[config.mk]
export PLATFORM = sky130hd
export DESIGN_NAME = hf_conf_mode_switch_flat
export DESIGN_NICKNAME = d
export VERILOG_FILES = /design/src/rtl/hf_conf_mode_switch_pkg.sv /design/src/rtl/hf_conf_mode_switch_if.sv /design/src/rtl/hf_conf_mode_switch_spi_cmd_rx.sv /design/src/rtl/hf_conf_mode_switch.sv /design/src/flat_wrapper.sv
export SDC_FILE = /design/constraint.sdc
export NUM_CORES = 1
export LEC_CHECK = 0
export ABC_AREA = 1
export BUFFER_PORTS_ARGS = -buffer_cell sky130_fd_sc_hd__buf_2
export CAP_MARGIN = 20
export CORE_MARGIN = 1
export CORE_UTILIZATION = 57
export CTS_CLUSTER_DIAMETER = 50
export DETAILED_ROUTE_END_ITERATION = 16
export HOLD_SLACK_MARGIN = 0.02
export PLACE_DENSITY = 0.93
export REMOVE_ABC_BUFFERS = 1
export SLEW_MARGIN = 10
export SYNTH_ARGS = -nofsm -noshare
export SYNTH_HDL_FRONTEND = slang
export SYNTH_SLANG_ARGS = --single-unit
export TNS_END_PERCENT = 1
[constraint.sdc]
create_clock -name ck_1356meg -period 3 [get_ports ck_1356meg]
set_input_delay 0.3 -clock ck_1356meg [delete_from_list [all_inputs] [get_ports ck_1356meg]]
set_output_delay 0.3 -clock ck_1356meg [all_outputs]
set_load 0.05 [all_outputs]
[src/rtl/hf_conf_mode_switch_pkg.sv]
`default_nettype none
// ------------------------------------------------------------------------
// hf_conf_mode_switch_pkg : command opcodes, major-mode indices, FSM states
// Rev 1.0
// ------------------------------------------------------------------------
package hf_conf_mode_switch_pkg;

  localparam logic [3:0] FPGA_CMD_SET_CONFREG  = 4'h1;
  localparam logic [3:0] FPGA_CMD_TRACE_ENABLE = 4'h2;

  typedef enum logic [2:0] {
    MAJOR_HF_READER    = 3'd0,
    MAJOR_HF_SIMULATOR = 3'd1,
    MAJOR_HF_ISO14443A = 3'd2,
    MAJOR_HF_SNIFF     = 3'd3,
    MAJOR_HF_ISO18092  = 3'd4,
    MAJOR_HF_GET_TRACE = 3'd5,
    MAJOR_RESERVED     = 3'd6,
    MAJOR_OFF          = 3'd7
  } major_mode_e;

  typedef enum logic [0:0] {
    ST_RUN   = 1'b0,
    ST_GUARD = 1'b1
  } mode_state_e;

endpackage
`default_nettype wire

[src/rtl/hf_conf_mode_switch_if.sv]
`default_nettype none
// ------------------------------------------------------------------------
// hf_conf_mode_switch_if : ARM SPI lines (spck/mosi/ncs), ARM drives, FPGA listens
// Rev 1.0
// ------------------------------------------------------------------------
interface hf_conf_mode_switch_if;
  logic spck;
  logic mosi;
  logic ncs;

  modport master (output spck, output mosi, output ncs);
  modport slave  (input  spck, input  mosi, input  ncs);
endinterface
`default_nettype wire

[src/rtl/hf_conf_mode_switch_spi_cmd_rx.sv]
`default_nettype none
// ------------------------------------------------------------------------
// hf_conf_mode_switch_spi_cmd_rx : oversampling SPI receiver with frame-length check
// Rev 1.0
// ------------------------------------------------------------------------
module hf_conf_mode_switch_spi_cmd_rx
  import hf_conf_mode_switch_pkg::*;
#(
  parameter int CMD_W = 16
) (
  input  wire logic              ck_1356meg,
  input  wire logic              nreset,
  hf_conf_mode_switch_if.slave   spi,
  output logic                   cmd_valid_o,
  output logic [CMD_W-1:0]       cmd_word_o,
  output logic                   frame_err_o
);

  localparam int CNT_W = $clog2(CMD_W + 2);

  // [0],[1] synchroniser stages, [2] history for edge detection
  logic [2:0]       spck_q;
  logic [2:0]       ncs_q;
  logic [1:0]       mosi_q;
  logic [CMD_W-1:0] shift_q;
  logic [CNT_W-1:0] cnt_q;
  logic             valid_q;
  logic             err_q;

  logic w_spck_rise;
  logic w_ncs_low;
  logic w_ncs_fall;
  logic w_ncs_rise;

  assign w_spck_rise = spck_q[1] & ~spck_q[2];
  assign w_ncs_low   = ~ncs_q[1];
  assign w_ncs_fall  = ~ncs_q[1] &  ncs_q[2];
  assign w_ncs_rise  =  ncs_q[1] & ~ncs_q[2];

  always_ff @(posedge ck_1356meg or negedge nreset) begin
    if (!nreset) begin
      spck_q  <= '0;
      mosi_q  <= '0;
      ncs_q   <= '1;
      shift_q <= '0;
      cnt_q   <= '0;
      valid_q <= 1'b0;
      err_q   <= 1'b0;
    end else begin
      spck_q  <= {spck_q[1:0], spi.spck};
      mosi_q  <= {mosi_q[0], spi.mosi};
      ncs_q   <= {ncs_q[1:0], spi.ncs};
      valid_q <= 1'b0;
      err_q   <= 1'b0;

      if (w_ncs_fall) begin
        cnt_q <= '0;
      end else if (w_spck_rise && w_ncs_low) begin
        shift_q <= {shift_q[CMD_W-2:0], mosi_q[1]};
        // Saturate one past a full word so over-long frames stay detectable
        if (cnt_q != CNT_W'(CMD_W + 1)) begin
          cnt_q <= cnt_q + 1'b1;
        end
      end

      if (w_ncs_rise) begin
        if (cnt_q == CNT_W'(CMD_W)) begin
          valid_q <= 1'b1;
        end else begin
          err_q <= 1'b1;
        end
      end
    end
  end

  assign cmd_valid_o = valid_q;
  assign cmd_word_o  = shift_q;
  assign frame_err_o = err_q;

endmodule
`default_nettype wire

[src/rtl/hf_conf_mode_switch.sv]
`default_nettype none
// ------------------------------------------------------------------------
// hf_conf_mode_switch : HF config register decode and guarded major-mode output mux
// Rev 1.0
// ------------------------------------------------------------------------
module hf_conf_mode_switch
  import hf_conf_mode_switch_pkg::*;
#(
  parameter int               CMD_W        = 16,
  parameter int               OPC_W        = 4,
  parameter int               CONF_W       = 9,
  parameter int               MODE_W       = 3,
  parameter int               NUM_MODES    = 8,
  parameter int               OUT_W        = 11,
  parameter int               GUARD_CYCLES = 4,
  parameter logic [OUT_W-1:0] SAFE_VAL     = '0
) (
  input  wire logic                   ck_1356meg,
  input  wire logic                   nreset,
  hf_conf_mode_switch_if.slave        spi,
  input  wire logic [NUM_MODES*OUT_W-1:0] mode_bus,
  output logic [OUT_W-1:0]            y,
  output logic [CONF_W-1:0]           conf_word,
  output logic [MODE_W-1:0]           major_mode,
  output logic [3:0]                  minor_mode,
  output logic [1:0]                  subcarrier_frequency,
  output logic                        trace_enable,
  output logic                        switching,
  output logic                        frame_err
);

  logic              w_cmd_valid;
  logic [CMD_W-1:0]  w_cmd_word;
  logic              w_frame_err;
  logic [OPC_W-1:0]  w_opcode;
  logic [MODE_W-1:0] w_mode_field;
  logic [OUT_W-1:0]  w_run_bundle;
  logic [OUT_W-1:0]  w_new_bundle;
  logic              w_unused_cmd_bits;

  mode_state_e       state_q;
  logic [7:0]        guard_q;
  logic [MODE_W-1:0] major_q;
  logic [MODE_W-1:0] target_q;
  logic [OUT_W-1:0]  y_q;
  logic              sw_q;
  logic [CONF_W-1:0] conf_q;
  logic              trace_q;
  logic              ferr_q;

  hf_conf_mode_switch_spi_cmd_rx #(
    .CMD_W (CMD_W)
  ) u_rx (
    .ck_1356meg  (ck_1356meg),
    .nreset      (nreset),
    .spi         (spi),
    .cmd_valid_o (w_cmd_valid),
    .cmd_word_o  (w_cmd_word),
    .frame_err_o (w_frame_err)
  );

  assign w_opcode          = w_cmd_word[CMD_W-1 -: OPC_W];
  assign w_mode_field      = conf_q[CONF_W-1 -: MODE_W];
  assign w_unused_cmd_bits = &{1'b0, w_cmd_word[CMD_W-OPC_W-1:CONF_W]};

  // Unpopulated mode indices fall back to the safe bundle
  always_comb begin
    w_run_bundle = SAFE_VAL;
    w_new_bundle = SAFE_VAL;
    for (int k = 0; k < NUM_MODES; k++) begin
      if (major_q == MODE_W'(k)) w_run_bundle = mode_bus[k*OUT_W +: OUT_W];
      if (target_q == MODE_W'(k)) w_new_bundle = mode_bus[k*OUT_W +: OUT_W];
    end
  end

  always_ff @(posedge ck_1356meg or negedge nreset) begin
    if (!nreset) begin
      state_q  <= ST_RUN;
      guard_q  <= '0;
      major_q  <= '1;
      target_q <= '1;
      y_q      <= SAFE_VAL;
      sw_q     <= 1'b0;
      conf_q   <= {{MODE_W{1'b1}}, {(CONF_W-MODE_W){1'b0}}};
      trace_q  <= 1'b0;
      ferr_q   <= 1'b0;
    end else begin
      ferr_q <= w_frame_err;
      if (w_cmd_valid) begin
        if (w_opcode == OPC_W'(FPGA_CMD_SET_CONFREG)) begin
          conf_q <= w_cmd_word[CONF_W-1:0];
        end else if (w_opcode == OPC_W'(FPGA_CMD_TRACE_ENABLE)) begin
          trace_q <= w_cmd_word[0];
        end
      end

      case (state_q)
        ST_RUN: begin
          if (w_mode_field != major_q) begin
            state_q  <= ST_GUARD;
            guard_q  <= 8'(GUARD_CYCLES - 1);
            target_q <= w_mode_field;
            sw_q     <= 1'b1;
            y_q      <= SAFE_VAL;
          end else begin
            y_q <= w_run_bundle;
          end
        end
        ST_GUARD: begin
          y_q <= SAFE_VAL;
          if (w_mode_field != target_q) begin
            guard_q  <= 8'(GUARD_CYCLES - 1);
            target_q <= w_mode_field;
          end else if (guard_q == '0) begin
            // Last safe cycle: hand over directly so the gap is exactly GUARD_CYCLES
            major_q <= target_q;
            sw_q    <= 1'b0;
            state_q <= ST_RUN;
            y_q     <= w_new_bundle;
          end else begin
            guard_q <= guard_q - 1'b1;
          end
        end
        default: state_q <= ST_RUN;
      endcase
    end
  end

  assign y                    = y_q;
  assign conf_word            = conf_q;
  assign major_mode           = major_q;
  assign minor_mode           = conf_q[3:0];
  assign subcarrier_frequency = conf_q[5:4];
  assign trace_enable         = trace_q;
  assign switching            = sw_q;
  assign frame_err            = ferr_q;

endmodule
`default_nettype wire

[src/flat_wrapper.sv]
// flat-port wrapper written by rule: the top's interface ports become plain ports
module hf_conf_mode_switch_flat import hf_conf_mode_switch_pkg::*;
#(
  parameter int               CMD_W        = 16,
  parameter int               OPC_W        = 4,
  parameter int               CONF_W       = 9,
  parameter int               MODE_W       = 3,
  parameter int               NUM_MODES    = 8,
  parameter int               OUT_W        = 11,
  parameter int               GUARD_CYCLES = 4,
  parameter logic [OUT_W-1:0] SAFE_VAL     = '0
)
  (ck_1356meg, nreset, mode_bus, y, conf_word, major_mode, minor_mode, subcarrier_frequency, trace_enable, switching, frame_err, spi_spck, spi_mosi, spi_ncs);
  hf_conf_mode_switch_if spi_i ();
  input  wire logic ck_1356meg;
  input  wire logic nreset;
  input  wire logic [NUM_MODES*OUT_W-1:0] mode_bus;
  output logic [OUT_W-1:0] y;
  output logic [CONF_W-1:0] conf_word;
  output logic [MODE_W-1:0] major_mode;
  output logic [3:0] minor_mode;
  output logic [1:0] subcarrier_frequency;
  output logic trace_enable;
  output logic switching;
  output logic frame_err;
  input wire logic [$bits(spi_i.spck)-1:0] spi_spck;
  input wire logic [$bits(spi_i.mosi)-1:0] spi_mosi;
  input wire logic [$bits(spi_i.ncs)-1:0] spi_ncs;
  assign spi_i.spck = spi_spck;
  assign spi_i.mosi = spi_mosi;
  assign spi_i.ncs = spi_ncs;
  hf_conf_mode_switch #(.CMD_W(CMD_W), .OPC_W(OPC_W), .CONF_W(CONF_W), .MODE_W(MODE_W), .NUM_MODES(NUM_MODES), .OUT_W(OUT_W), .GUARD_CYCLES(GUARD_CYCLES), .SAFE_VAL(SAFE_VAL)) u_core (.ck_1356meg(ck_1356meg), .nreset(nreset), .spi(spi_i), .mode_bus(mode_bus), .y(y), .conf_word(conf_word), .major_mode(major_mode), .minor_mode(minor_mode), .subcarrier_frequency(subcarrier_frequency), .trace_enable(trace_enable), .switching(switching), .frame_err(frame_err));
endmodule
Yosys cells after proc, flatten, opt, wreduce, memory -nomap -nowiden

Index checks and enable logic that the tools add are counted.

Flip-flop bits (word level): 69
Output and inout port bits: 32
Word-level logic and storage cells: 109

Muxes and demuxes: 42
$add $sub $neg: 2
Eq/ne operators: 25
Bitwise operators: 10
Reductions and logical operators: 14

Operator list:

| cell                                                | number |
|---|---|
| two-way mux 11 bit                                  | 19 |
| equality test 3 bit, second input constant          | 8 |
| two-way mux 8 bit                                   | 3 |
| case mux 11 bit (2 select lines)                    | 1 |
| case mux 8 bit (2 select lines)                     | 1 |
| two-way mux 5 bit                                   | 3 |
| equality test 3 x 2 -> 1 bit, second input constant | 4 |
| two-way mux 1 bit                                   | 10 |
| AND reduction 2 bit                                 | 5 |
| AND reduction 3 bit                                 | 3 |
| logical NOT 8 bit                                   | 1 |
| subtractor 8 x 1 -> 8 bit, second input constant    | 1 |
| inverter 1 bit                                      | 7 |
| equality test 3 x 1 -> 1 bit, second input constant | 2 |
| logical NOT 3 bit                                   | 2 |
| two-way mux 3 bit                                   | 2 |
| inequality test 2 bit, second input constant        | 3 |
| inequality test 3 bit                               | 2 |
| case mux 3 bit (2 select lines)                     | 1 |
| adder 5 x 1 -> 5 bit, second input constant         | 1 |
| equality test 5 bit, second input constant          | 1 |
| inequality test 5 bit, second input constant        | 1 |
| equality test 4 x 1 -> 1 bit, second input constant | 1 |
| equality test 4 x 2 -> 1 bit, second input constant | 1 |
| 6 further kinds                                     | 10 |

Logic depth before layout (Yosys ltp)

Depth after elaboration: 12
Mapped depth: 11
Depth with buffers taken out: 10

Cells and area by module

From an unflattened synthesis, not the netlist that was laid out.

Cells, all modules: 647
Area, all modules: 4,564.4 µm²

By module, submodules not included:

| module                         | cells an instance | instances | area each (µm²) | seq. area each (µm²) |
|---|---|---|---|---|
| hf_conf_mode_switch            | 521               | 1         | 3,299.4         | 962.2 |
| hf_conf_mode_switch_spi_cmd_rx | 126               | 1         | 1,265.0         | 779.5 |

Worst setup path after synthesis

OpenSTA, ideal clock, no wires.

Kind: reg2reg
Start point: register u_core.major_q[0] (netlist: u_core.major_mode[0])
End point: register u_core.y_q[1] (netlist: u_core.y[1])
Data required time: 2.884 ns
Setup slack: 1.283 ns
Clock period less this slack: 1.717 ns
Cell stages (with the launch flop): 8
Data arrival time: 1.601 ns
Cell sequence: dfstp_2 > buf_2 > inv_1 > nor3_2 > buf_2 > a21oi_1 > nand2_1 > nand2_1

Longest elaborated chain between the ends: 11

RTL lines:

| item                               | line                       | source |
|---|---|---|
| from (decl)                        | hf_conf_mode_switch.sv:43  | `logic [MODE_W-1:0] major_q;` |
| from (signal assigned)             | hf_conf_mode_switch.sv:116 | `major_q <= target_q;` |
| logical NOT 3 bit                  | hf_conf_mode_switch.sv:71  | `if (major_q == MODE_W'(k)) w_run_bundle = mode_bus[k*OUT_W +: OUT_W];` |
| two-way mux 11 bit (8 in series)   | hf_conf_mode_switch.sv:71  |  |
| two-way mux 11 bit *               | hf_conf_mode_switch.sv:99  | `if (w_mode_field != major_q) begin` |
| case mux 11 bit (2 select lines) * | hf_conf_mode_switch.sv:97  | `case (state_q)` |
| to (signal assigned)               | hf_conf_mode_switch.sv:106 | `y_q <= w_run_bundle;` |
| to (signal assigned)               | hf_conf_mode_switch.sv:119 | `y_q <= w_new_bundle;` |
| to (decl)                          | hf_conf_mode_switch.sv:45  | `logic [OUT_W-1:0] y_q;` |

Mark *: on every way between the ends. The rest lies on a longest branch, timed or not.
A chain may end at the register's enable or synchronous reset.

Worst setup path in the final report

Start point: register u_core.target_q[2]
End point: register u_core.guard_q[7]

Longest elaborated chain between the ends: 3

RTL lines:

| item                                                                          | line                       | source |
|---|---|---|
| from (decl)                                                                   | hf_conf_mode_switch.sv:44  | `logic [MODE_W-1:0] target_q;` |
| from (signal assigned)                                                        | hf_conf_mode_switch.sv:102 | `target_q <= w_mode_field;` |
| from (signal assigned)                                                        | hf_conf_mode_switch.sv:113 | `target_q <= w_mode_field;` |
| inequality test 3 bit *                                                       | hf_conf_mode_switch.sv:111 | `if (w_mode_field != target_q) begin` |
| two-way mux 8 bit / inequality test 3 bit (equally long branches)             | -                          |  |
| case mux 8 bit (2 select lines) / AND reduction 2 bit (equally long branches) | -                          |  |
| to (signal assigned)                                                          | hf_conf_mode_switch.sv:101 | `guard_q <= 8'(GUARD_CYCLES - 1);` |
| to (signal assigned)                                                          | hf_conf_mode_switch.sv:112 | `guard_q <= 8'(GUARD_CYCLES - 1);` |
| to (signal assigned)                                                          | hf_conf_mode_switch.sv:121 | `guard_q <= guard_q - 1'b1;` |
| to (decl)                                                                     | hf_conf_mode_switch.sv:42  | `logic [7:0] guard_q;` |

Marked as above.

==> flow_summary.yaml <==
detailed_routing:
  drt_pass1_iterations: 6
  routed-via-count: 5027
  wire_per_inst_um: 17.0
  wl_mm: 14.5
  antenna_left: 0
  drt_iter0_drc: 533
  vias_per_cell: 5.89
  drc: 0
cells_and_area:
  antenna_cells: 0
  design_area_um2: 5290
  nets: 843
  multiInputGateArea_um2: 2290
  drive_gt1_share_pct: 24.1
  final-seq-area_um2: 1740
  fillers: 638
  syn_to_final_growth_pct: 17.2
power_and_ir_drop:
  leakagePower_nw: 2.71
  powerDensity_nw_per_um2: 375
  peakVddDrop_mv: 0.367
clock_tree:
  cts_resized: 0
  ctsHoldBuffers: 0
  h-tree-depth: 3
  cts_made_buffers: 9
  clk_pin_slew_ps: 90
  cts_tree: "done"
  postCtsSetupRepairBufs: 0
  clk_latency_ps: 350
  clockBufferDepth: 2
  clock-sinks: 69
  root_buffer: "clkbuf_8"
global_routing:
  grt_pass1_vias: 4634
  track_usage_pct: 35.9
  grt_antenna_before_repair: 0
  gr-total-overflow: 0
  grt_max_degree: 37
  grt_pass1_wl_mm: 22.9
logic_synthesis:
  ys_dominant_reg_cell: "dfrtp_1"
  syn_inst: 643
  synth_top_area_cell: "dfrtp_1"
  yosys-top-cells-area: "dfrtp_1, nand2_1, nand4_1"
  postSynthAreaPerCell_um2: 7.02
  seq_area_frac_synth_pct: 38.6
  yosysUniqueCellTypes: 32
  syn_area_um2: 4510
  synthArstFlopShare_pct: 100
  synth_warnings: 0
  synth_seq_cells: 69
  synth_edf_count: 0
  synth_top_area_share_pct: 31.6
min_path:
  hold_path.class: "in -> async"
sta:
  setup_viol: 0
  post-route-min-period_ps: 2140
  tightest_slew_ps: 808
  hold_viol_final: 0
  finalClockSkew_ps: 12.4
  setup_tns_ps: 0
  rsz0062_at_grt: "no"
  drv_slew: 0
  fmax_mhz: 468
  fin_crit_sh_pct: 71.2
  slew_headroom_pct: 45.9
worst_setup_path:
  max_stage_delay_ps: 440
  crit_type: "reg -> reg"
  rrSetupSlack_ps: 860
  rr_worst_depth: 8
  worstReg2RegEnd: "u_core.guard_q[7]"
  critical_path_required_ps: 3230
  worstSetupStartpointType: "register"
  cp.arrival_ps: 2370
  endpoint_kind: "register"
  cp_max_fo: 36
  worstPathCellList: "inv_2 > nor2_2 > nor3_2 > nand3_4 > nand2_2 > inv_1 > nand3_1 > nand2_1"
  r2r_start: "u_core.target_q[2]"
  cp_slowest_cell: "inv_2"
die:
  ios: 125
  die_width_um: 91.0
  die_y_um: 91.0
  initial_utilization_pct: 58.7
  core_um2: 7690
  rows: 32
  die_area_um2: 8280
place:
  placed_area_um2: 5110
  gp_congestion: 0.967
  hpwl_mm: 10.4
  portBuffers: 124
job:
  cap_violations: 0
status:
  outcome: "complete, no violations"
[worst max path at each step]
stage	startpoint	to	depth (start not counted)
after floorplan	u_core.major_mode[2]	u_core.y[10]	5
after global placement	u_core.target_q[2]	u_core.guard_q[5]	8
after detailed placement	u_core.target_q[2]	u_core.guard_q[5]	8
after CTS	u_core.target_q[2]	u_core.guard_q[7]	8
after global routing	u_core.target_q[2]	u_core.guard_q[7]	8
final	u_core.target_q[2]	u_core.guard_q[7]	8
[per-stage QoR]
stage | cells | power (W) | setup slack, ps | utilization, % | hold WS (ps)
2_1_floorplan | 599 | 0.00115 | 646 | - | 4.41
3_3_place_gp | 837 | 0.00128 | 1000 | 66.5 | 334
3_5_place_dp | 837 | 0.00130 | 923 | 66.5 | 345
4_1_cts | 853 | 0.00199 | 886 | 68.8 | 42.2
5_1_grt | 853 | 0.00207 | 660 | 68.8 | 35.9
6_report | 853 | 0.00198 | 864 | 68.8 | 7.59
[layout make-up]
type,instances,share of cell area (%)
sequential,69,32.9
clock buffer,10,2.41
clock inverter,6,0.899
multi-input combinational,464,43.2
timing repair buffer,136,13.4
tap,102,2.41
inverter,66,4.68
[layer usage]
layer / vias up / share of wire [%] / wire [um] / track usage, %
met5: - / 0 / 0 / 0
met4: 0 / 4.3 / 618 / 17.6
met3: 47 / 10 / 1460 / 7.12
met2: 333 / 48 / 6940 / 60.5
met1: 2307 / 38 / 5460 / 44.1
li1: 2340 / - / - / -
[critical path, delay by kind of cell (launching register included)]
| kind | cells | cell delay, ps |
|---|---|---|
| buffers and inverters | 2 | 570 |
| DFF | 1 | 420 |
| and+or+nand+nor | 6 | 1040 |
[kinds of logic after synthesis]
group,count (synthesis),share of synthesized area (%)
fa+ha+maj,4,1.11
simple gates,357,36.4
buf+inv,110,10.7
compound gates,90,10.5
xor+xnor,11,2.13
flops,69,38.6
mux,2,0.499
[where the power goes]
part	total, W	switching, W	internal [W]
sequential	0.00101	0.0000283	0.000982
clock	0.000700	0.000395	0.000306
combinational	0.000274	0.000177	0.0000973
total	0.00198	0.000600	0.00139
[cells in the mapped netlist (9+ instances only)]
library cell,number
o21ai_0,35
inv_1,64
nand2_1,148
nand4_1,61
a21oi_1,46
nor3_1,9
buf_2,24
dfrtp_1,57
nand3_1,57
nor2_1,70
dfstp_2,12
[layout by cell type (no fill, tap or decap), types with 12 or more instances in the layout]
cell,n
nor2_1,70
buf_2,124
inv_1,64
a21oi_1,46
nand4_1,61
dfrtp_1,57
nand3_1,57
o21ai_0,35
nand2_1,148
buf_4,12
dfstp_2,12
[registers in the layout, summed over array words and instances (netlist names)]
register                 flops
u_core.u_rx.cnt_q            5
u_core.y                    11
u_core.conf_word             9
u_core.u_rx.mosi_q           2
u_core.u_rx.frame_err_o      1
u_core.target_q              3
u_core.switching             1
u_core.u_rx.ncs_q            3
u_core.frame_err             1
u_core.trace_enable          1
u_core.major_mode            3
u_core.state_q               1
u_core.u_rx.spck_q           3
u_core.u_rx.cmd_valid_o      1
u_core.guard_q               8
u_core.u_rx.cmd_word_o      16
No activity file was read; power rests on OpenSTA's default activity.
